$ cat src/rtl/game_scene_renderer.sv
// Table-driven outlined-rectangle renderer for the 96x64 RGB565 OLED.
// Double-buffered rectangle table, commit on frame boundary, 2-cycle pixel pipeline.

module game_scene_renderer_lane #(
  parameter int XW        = 7,
  parameter int YW        = 6,
  parameter int OUTLINE_W = 2
) (
  input  logic          clk,
  input  logic          rst_n,
  input  logic          ld,
  input  logic [XW-1:0] x,
  input  logic [YW-1:0] y,
  input  logic [XW-1:0] x0,
  input  logic [XW-1:0] x1,
  input  logic [YW-1:0] y0,
  input  logic [YW-1:0] y1,
  input  logic [15:0]   fill,
  input  logic [15:0]   edge_col,
  input  logic          en,
  input  logic          blink,
  input  logic          blink_phase,
  output logic          hit_q,
  output logic [15:0]   col_q
);
  localparam logic [XW-1:0] OW_X = XW'(OUTLINE_W);
  localparam logic [YW-1:0] OW_Y = YW'(OUTLINE_W);

  logic          live, hit, on_edge;
  logic [XW-1:0] dx0, dx1;
  logic [YW-1:0] dy0, dy1;

  assign live = en && (x0 <= x1) && (y0 <= y1) && !(blink && blink_phase);
  assign hit  = live && (x >= x0) && (x <= x1) && (y >= y0) && (y <= y1);

  // Only consulted when hit is set, so the subtractions cannot wrap.
  assign dx0 = x - x0;
  assign dx1 = x1 - x;
  assign dy0 = y - y0;
  assign dy1 = y1 - y;
  assign on_edge = (dx0 < OW_X) || (dx1 < OW_X) || (dy0 < OW_Y) || (dy1 < OW_Y);

  // Colour is latched with the hit so a table swap cannot tear an in-flight pixel.
  always_ff @(posedge clk) begin
    if (!rst_n) begin
      hit_q <= 1'b0;
      col_q <= '0;
    end else if (ld) begin
      hit_q <= hit;
      col_q <= on_edge ? edge_col : fill;
    end
  end
endmodule

module game_scene_renderer #(
  parameter int          XW          = 7,
  parameter int          YW          = 6,
  parameter int          WIDTH       = 96,
  parameter int          HEIGHT      = 64,
  parameter int          NUM_RECTS   = 8,
  parameter int          OUTLINE_W   = 2,
  parameter logic [15:0] BG_COLOR    = 16'hFFFF,
  parameter int          BLINK_SHIFT = 4,
  localparam int         IW          = $clog2(NUM_RECTS)
) (
  input  logic          clk,
  input  logic          rst_n,
  input  logic          frame_begin,
  input  logic          wr_valid,
  output logic          wr_ready,
  input  logic [IW-1:0] wr_idx,
  input  logic [XW-1:0] wr_x0,
  input  logic [XW-1:0] wr_x1,
  input  logic [YW-1:0] wr_y0,
  input  logic [YW-1:0] wr_y1,
  input  logic [15:0]   wr_fill,
  input  logic [15:0]   wr_edge,
  input  logic          wr_en,
  input  logic          wr_blink,
  input  logic          commit,
  output logic          commit_pending,
  input  logic          pix_valid,
  input  logic [XW-1:0] x,
  input  logic [YW-1:0] y,
  output logic [15:0]   oled_data,
  output logic          pix_out_valid
);
  localparam int          STAGES  = 2;
  localparam logic [XW:0] W_LIM   = (XW+1)'(WIDTH);
  localparam logic [YW:0] H_LIM   = (YW+1)'(HEIGHT);
  localparam logic [IW:0] IDX_LIM = (IW+1)'(NUM_RECTS);

  typedef struct packed {
    logic [XW-1:0] x0;
    logic [XW-1:0] x1;
    logic [YW-1:0] y0;
    logic [YW-1:0] y1;
    logic [15:0]   fill;
    logic [15:0]   edge_col;
    logic          en;
    logic          blink;
  } rect_t;

  typedef enum logic {S_IDLE, S_PEND} state_t;

  state_t                          state;
  rect_t [NUM_RECTS-1:0]           shadow, active, shadow_nxt;
  rect_t                           wr_ent;
  logic  [BLINK_SHIFT-1:0]         frm_cnt;
  logic                            blink_phase;
  logic  [STAGES:0]                vld_pipe;
  logic                            onscr_q;
  logic  [NUM_RECTS-1:0]           hit_q;
  logic  [NUM_RECTS-1:0][15:0]     col_q;
  logic  [15:0]                    sel;

  assign wr_ent      = {wr_x0, wr_x1, wr_y0, wr_y1, wr_fill, wr_edge, wr_en, wr_blink};
  assign blink_phase = frm_cnt[BLINK_SHIFT-1];

  // Shadow with this cycle's write merged in, so a same-cycle commit+copy sees it.
  always_comb begin
    shadow_nxt = shadow;
    if (wr_valid && wr_ready && ({1'b0, wr_idx} < IDX_LIM))
      shadow_nxt[wr_idx] = wr_ent;
  end

  always_ff @(posedge clk) begin
    if (!rst_n) begin
      state          <= S_IDLE;
      wr_ready       <= 1'b1;
      commit_pending <= 1'b0;
      shadow         <= '0;
      active         <= '0;
      frm_cnt        <= '0;
    end else begin
      shadow <= shadow_nxt;
      if (frame_begin) frm_cnt <= frm_cnt + 1'b1;
      case (state)
        S_IDLE: begin
          if (commit && frame_begin) begin
            active <= shadow_nxt;
          end else if (commit) begin
            state          <= S_PEND;
            wr_ready       <= 1'b0;
            commit_pending <= 1'b1;
          end
        end
        S_PEND: begin
          if (frame_begin) begin
            active         <= shadow_nxt;
            state          <= S_IDLE;
            wr_ready       <= 1'b1;
            commit_pending <= 1'b0;
          end
        end
        default: state <= S_IDLE;
      endcase
    end
  end

  // Stage 1: per-entry hit and colour, screen bounds.
  for (genvar i = 0; i < NUM_RECTS; i++) begin : gen_lane
    game_scene_renderer_lane #(.XW(XW), .YW(YW), .OUTLINE_W(OUTLINE_W)) u_lane (
      .clk        (clk),
      .rst_n      (rst_n),
      .ld         (pix_valid),
      .x          (x),
      .y          (y),
      .x0         (active[i].x0),
      .x1         (active[i].x1),
      .y0         (active[i].y0),
      .y1         (active[i].y1),
      .fill       (active[i].fill),
      .edge_col   (active[i].edge_col),
      .en         (active[i].en),
      .blink      (active[i].blink),
      .blink_phase(blink_phase),
      .hit_q      (hit_q[i]),
      .col_q      (col_q[i])
    );
  end

  assign vld_pipe[0] = pix_valid;

  always_ff @(posedge clk) begin
    if (!rst_n) begin
      vld_pipe[STAGES:1] <= '0;
      onscr_q            <= 1'b0;
    end else begin
      vld_pipe[STAGES:1] <= vld_pipe[STAGES-1:0];
      if (pix_valid) onscr_q <= ({1'b0, x} < W_LIM) && ({1'b0, y} < H_LIM);
    end
  end

  // Stage 2: ascending scan so the highest live index wins.
  always_comb begin
    sel = BG_COLOR;
    if (onscr_q)
      for (int i = 0; i < NUM_RECTS; i++)
        if (hit_q[i]) sel = col_q[i];
  end

  always_ff @(posedge clk) begin
    if (!rst_n) oled_data <= '0;
    else if (vld_pipe[1]) oled_data <= sel;
  end

  assign pix_out_valid = vld_pipe[STAGES];
endmodule

$ cat config.mk
export PLATFORM = sky130hd
export DESIGN_NAME = game_scene_renderer
export DESIGN_NICKNAME = d
export VERILOG_FILES = /design/src/rtl/game_scene_renderer.sv
export SDC_FILE = /design/constraint.sdc
export NUM_CORES = 2
export LEC_CHECK = 0
export BUFFER_PORTS_ARGS = -buffer_cell sky130_fd_sc_hd__buf_2
export CAP_MARGIN = 20
export CORE_MARGIN = 10
export CORE_UTILIZATION = 36
export DETAILED_ROUTE_END_ITERATION = 12
export PLACE_DENSITY = 0.53
export SETUP_SLACK_MARGIN = 0.4
export SLEW_MARGIN = 15
export SYNTH_ARGS = -nofsm -noshare
export SYNTH_HDL_FRONTEND = slang
export SYNTH_SLANG_ARGS = --single-unit
$ cat constraint.sdc
create_clock -name clk -period 3.2 [get_ports clk]
set_clock_uncertainty 0.1 [all_clocks]
set_input_delay 0.64 -clock clk [delete_from_list [all_inputs] [get_ports clk]]
set_output_delay 0.64 -clock clk [all_outputs]
set_load 0.01 [all_outputs]
# [Yosys cells after proc, flatten, opt, wreduce, memory -nomap -nowiden]
# Index checks and enable logic that the tools add are counted.
[totals] register_bits=1122 input_bits=82
[classes] add_sub_neg=33 magnitude_cmp=83 n_eq_ne=4 mux=36 n_bitwise=1 reduce_logical=101
[ops] op="$mux 480" count=3
[ops] op="$pmux 480 s2" count=1
[ops] op="$bwmux 480" count=1
[ops] op="$mux 16" count=17
[ops] op="$demux 60 s3" count=1
[ops] op="$le 7x7->1" count=16
[ops] op="$lt 7x2->1 const B" count=16
[ops] op="$sub 7x7->7" count=16
[ops] op="$le 6x6->1" count=16
[ops] op="$lt 6x2->1 const B" count=16
[ops] op="$sub 6x6->6" count=16
[ops] op="$logic_and 1x1->1" count=67
[ops] op="$mux 60" count=1
[ops] op="$ge 7x7->1" count=8
[ops] op="$ge 6x6->1" count=8
[ops] op="$logic_or 1x1->1" count=24
[ops] op="$mux 1" count=9
[ops] op="$logic_not 1->1" count=8
[ops] op="$ne 2x2->1 const B" count=4
[ops] op="$lt 7x7->1 const B" count=1
[ops] op="$pmux 1 s2" count=3
[ops] op="$add 4x1->4 const B" count=1
[ops] op="$lt 3x4->1 const B" count=1
[ops] op="$ge 3x1->1 const B" count=1
[ops] op="3 further kinds" count=3

# [Longest topological paths before layout]
[logic_depth] ltp_word=9 depth_mapped=13 depth_no_buf=11

# [By module]
# Synthesis repeated with hierarchy kept, for this count alone.
[hier_totals] hier_cells=5983 hier_area_um2=54086.9
[by_module_without_submodules] mod="game_scene_renderer" n_inst=1 cells_each=3559 area_per_inst_um2=35510.3
[by_module_without_submodules] mod="game_scene_renderer_lane at gen_lane[4].u_lane ..." n_inst=3 cells_each=302 area_per_inst_um2=2364.8
[by_module_without_submodules] mod="game_scene_renderer_lane at gen_lane[0].u_lane ..." n_inst=3 cells_each=304 area_per_inst_um2=2311.0
[by_module_without_submodules] mod="game_scene_renderer_lane at gen_lane[3].u_lane" n_inst=1 cells_each=303 area_per_inst_um2=2279.7
[by_module_without_submodules] mod="game_scene_renderer_lane at gen_lane[6].u_lane" n_inst=1 cells_each=303 area_per_inst_um2=2269.7

# [Worst setup path before layout]
# Ideal clock, no wire load.
[synth_timing] path_type="input -> register" startpoint="input port x[1]" endpoint="register gen_lane[0].u_lane.col_q[10]" setup_time_ns=0.125 arrival_time_ns=3.180 path_slack_ns=-0.206 path_stages=10 cell_sequence="inv_1 -> ha_1 -> nor2b_1 -> o21a_1 -> or3_1 -> a2111oi_1 -> nand3_1 -> buf_2 -> a41oi_1 -> a21oi_1"
[synth_between] elab_chain_len=6 word_cells_on_any_way=8 classes_between="add/sub (2); order compare (2); mux (1); reduce/logical (3)"
[synth_lines] element="start: declaration" line="83" text="input logic [XW-1:0] x,"
[synth_lines] element="$sub 7x7->7, on equally long branches" line="37, 38"
[synth_lines] element="$lt 7x2->1" line="41" text="assign on_edge = (dx0 < OW_X) || (dx1 < OW_X) || (dy0 < OW_Y) || (dy1 < OW_Y);"
[synth_lines] element="$logic_or 1x1->1 * (3 in a row)" line="41"
[synth_lines] element="$mux 16 *" line="50" text="col_q <= on_edge ? edge_col : fill;"
[synth_lines] element="end signal: assignment" line="50"
[synth_lines] element="end: declaration" line="24" text="output logic [15:0] col_q"
# Mark *: on every way between the ends. The rest lies on a longest branch, timed or not.
# A chain may end at the register's enable or synchronous reset.

# [Worst setup path in the final report]
[layout_timing] startpoint="register active[226] in the netlist's numbering" endpoint="register gen_lane[3].u_lane.col_q[6]"
[layout_between] elab_chain_len=6
[layout_lines] element="start: declaration" line="107" text="rect_t [NUM_RECTS-1:0] shadow, active, shadow_nxt;"
[layout_lines] element="start signal: assignment" line="141" text="active <= shadow_nxt;"
[layout_lines] element="start signal: assignment" line="150" text="active <= shadow_nxt;"
[layout_lines] element="$sub 7x7->7" line="38" text="assign dx1 = x1 - x;"
[layout_lines] element="$lt 7x2->1" line="41"
[layout_lines] element="$logic_or 1x1->1 (3 in a row)" line="41"
[layout_lines] element="$mux 16" line="50"
[layout_lines] element="end signal: assignment" line="50"
[layout_lines] element="end: declaration" line="24"
# Every way passes these cells.

==> flow_metrics.tcl <==
set metrics [dict create \
    synth_area_per_cell_sq_um 9.48 \
    antenna_found_initial 14 \
    synthFlopType "dfxtp_1" \
    crit_family "compound AO/OA/AOI/OAI gates" \
    rsz0062_at_grt "yes" \
    crit_chain "inv_2 > ha_4 > inv_2 > fa_2 > a21o_1 > a221o_1 > a21oi_2 > xnor2_1 > and4bb_4 > buf_12 > buf_16 > or4b_1 > a31oi_1" \
    clk_latency_ns 0.79 \
    path_buf_inv 4 \
    p_clk_frac 0.421 \
    worstSetupEndpointType "register" \
    numPortBuffers 100 \
    num_rows 143 \
    multi_input_area_sq_mm 0.0308 \
    dp_slack_ns -0.433 \
    place_inst 7773 \
    die-area_sq_mm 0.168 \
    syn_to_final_growth_pct 19.8 \
    rr_startpoint "active[226]" \
    p_int_w 0.0260 \
    synth-seq-cells 1122 \
    overflow 0 \
    clockBufferDepth 3 \
    synth_warnings 0 \
    ys_types 88 \
    reg2reg_depth 13 \
    synth_cells 5789 \
    cp_slowest_stage_delay_ns 0.45 \
    ios 101 \
    fin_ws_ns 0.201 \
    setup_viol 0 \
    nNetsFinal 6351 \
    grt_max_degree 226 \
    clk_pin_slew_ns 0.06 \
    critPathLaunch "active[226]" \
    required_ns 3.82 \
    hold_depth 3 \
    max_freq_ghz 0.333 \
    place_hpwl_mm 121 \
    critical_path_depth 13 \
    h-tree-depth 4 \
    grt_pass1_wl_mm 265 \
    critical_path.most_common_cell "inv_2" \
    die_x_um 410 \
    cap_violations 0 \
    hold_path_class "input port to register" \
    critPathArrivalTime_ns 3.62 \
    min_period_ns 3.00 \
    sequentialPowerShare 0.421 \
    synth_top_cell_by_area "dfxtp_1" \
    num_vias 43000 \
    place_congestion 0.885 \
    layout.filler_cells 14800 \
    synth_area_leaders "dfxtp_1 41%, mux2i_1 10%, o211a_1 8.8%" \
    fin_crit_sh 0.937 \
    start_kind "register" \
    syn_area_sq_mm 0.0549 \
    cts_buffers 132 \
    p_switching_w 0.0102 \
    maxSlewViolCount 0 \
    ir_worst_vdd_uv 390 \
    swShare 0.281 \
    yosysMostFrequentCell "dfxtp_1" \
    power_frac_comb 0.158 \
    wl_per_cell_um 22.1 \
    critPathSlowestCell "or4b_1" \
    regArea_sq_mm 0.0225 \
    async_flop_share 0 \
    fin_hold_ws_ns 0.120 \
    drcViolationCount 0 \
    totalWireLength_mm 178 \
    synth-edff-count 0 \
    start_util 0.362 \
    yosys.area.top_type_share 0.409 \
    yosysSeqAreaShare 0.409 \
    r2r_slack_ns 0.20 \
    synth_common_cells "1122 x dfxtp_1, 578 x nand2_1, 555 x mux2i_1" \
    vias_per_cell 5.33 \
    drive_above_1_share 0.151 \
    cts_tree "done" \
    root_buffer "clkbuf_16" \
    clock-sinks 1122 \
    grt_pass1_vias 40700 \
    tightestPinTransition_ns 1.10 \
    coreArea_sq_mm 0.152 \
    grt_use_total 0.204 \
    powerDensity_mw_per_mm2 550 \
    path_max_fanout 8 \
    dr.pass1.iters 8 \
    power_leakage_nw 30.2 \
    die_y_um 410 \
    fin_cells 8066 \
    hold_violations 0 \
    path_class "register to register" \
    postRouteAntennaNets 0 \
    drt_iter0_drc 3120 \
    syn_nets 6216 \
    relSlewSlack 0.265 \
    crit_end "gen_lane[3].u_lane.col_q[6]" \
    status "completed" \
    timing.rr.end "gen_lane[3].u_lane.col_q[6]" \
]
final cells by class:
class,count,area share
multi-input combinational,3923,0.469
timing repair buffer,440,0.0644
inverter,305,0.0178
tap,2030,0.0386
clock inverter,50,0.00883
antenna,6,0.000228
sequential,1122,0.343
clock buffer,190,0.0585
layout by cell type (no fill, tap or decap), drive strengths merged, types with 194 or more instances in the layout:
cell | synthesis | final
dfxtp | 1122 | 1122
nand2 | 578 | 578
mux2i | 556 | 556
nor2b | 529 | 529
o211a | 480 | 480
buf | 73 | 435
o21ai | 316 | 316
ha | 313 | 313
inv | 305 | 308
clkbuf | 367 | 194
worst register-to-register path, cell delays in order, from the launching register on:
cell,delay (ns)
dfxtp_2,0.32
inv_2,0.07
ha_4,0.14
inv_2,0.04
fa_2,0.34
a21o_1,0.18
a221o_1,0.31
a21oi_2,0.15
xnor2_1,0.13
and4bb_4,0.28
buf_12,0.15
buf_16,0.13
or4b_1,0.46
a31oi_1,0.16
routing by layer:
layer  share of wire  track usage  vias to the layer above
met5         0.00038            0                        -
met4           0.025       0.0537                       12
met3           0.061       0.0392                      231
met2            0.42        0.302                     1011
met1            0.49        0.299                    20900
li1                -            -                    20900
repair_timing:
item                                   in CTS  in global routing
hold buffers                                1                  0
endpoints found under the hold margin       1                  0
setup endpoints to repair                 121                133
cloned                                      9                  4
buffers inserted                           19                 14
pin swaps                                  76                134
resized for setup                         113                191
registers in the layout, indices dropped and copies added (netlist names), 4 cells and up:
register and flops:
frm_cnt 4, active 480, gen_lane.u_lane.hit_q 8, shadow 480, oled_data 16, gen_lane.u_lane.col_q 128
through the flow:
step | TNS [ns] | area (sq um) | total power, W | util
2_1_floorplan | -3.68 | 55000 | 0.0188 | -
3_3_place_gp | -45.52 | 59400 | 0.0207 | 0.392
3_5_place_dp | -48.21 | 59400 | 0.0208 | 0.392
4_1_cts | 0 | 64700 | 0.0363 | 0.426
5_1_grt | 0 | 65700 | 0.0377 | 0.433
6_report | 0 | 65700 | 0.0362 | 0.433
logic make-up after synthesis:
logic type      after synthesis  share of synthesized area
compound gates             1497                      0.205
simple gates               1461                      0.138
flops                      1122                      0.409
buf+inv                     745                     0.0521
mux                         557                      0.102
fa+ha+maj                   345                     0.0831
xor+xnor                     62                    0.00990
power groups by stage:
stage | clock network [W] | registers, W | logic, W
after floorplan | 0 | 0.0152 | 0.00354
after global routing | 0.0161 | 0.0153 | 0.00630
after detailed placement | 0 | 0.0155 | 0.00527
final | 0.0152 | 0.0152 | 0.00572
after CTS | 0.0156 | 0.0152 | 0.00550
after global placement | 0 | 0.0155 | 0.00519
how the worst min path moves through the flow:
stage / from / to
detailed placement: gen_lane[5].u_lane.hit_q / gen_lane[5].u_lane.hit_q
global route: commit / state
CTS: commit / state
global placement: gen_lane[5].u_lane.hit_q / gen_lane[5].u_lane.hit_q
floorplan: gen_lane[1].u_lane.hit_q / gen_lane[1].u_lane.hit_q
finish: commit / state
(Power assumes the default switching activity.)
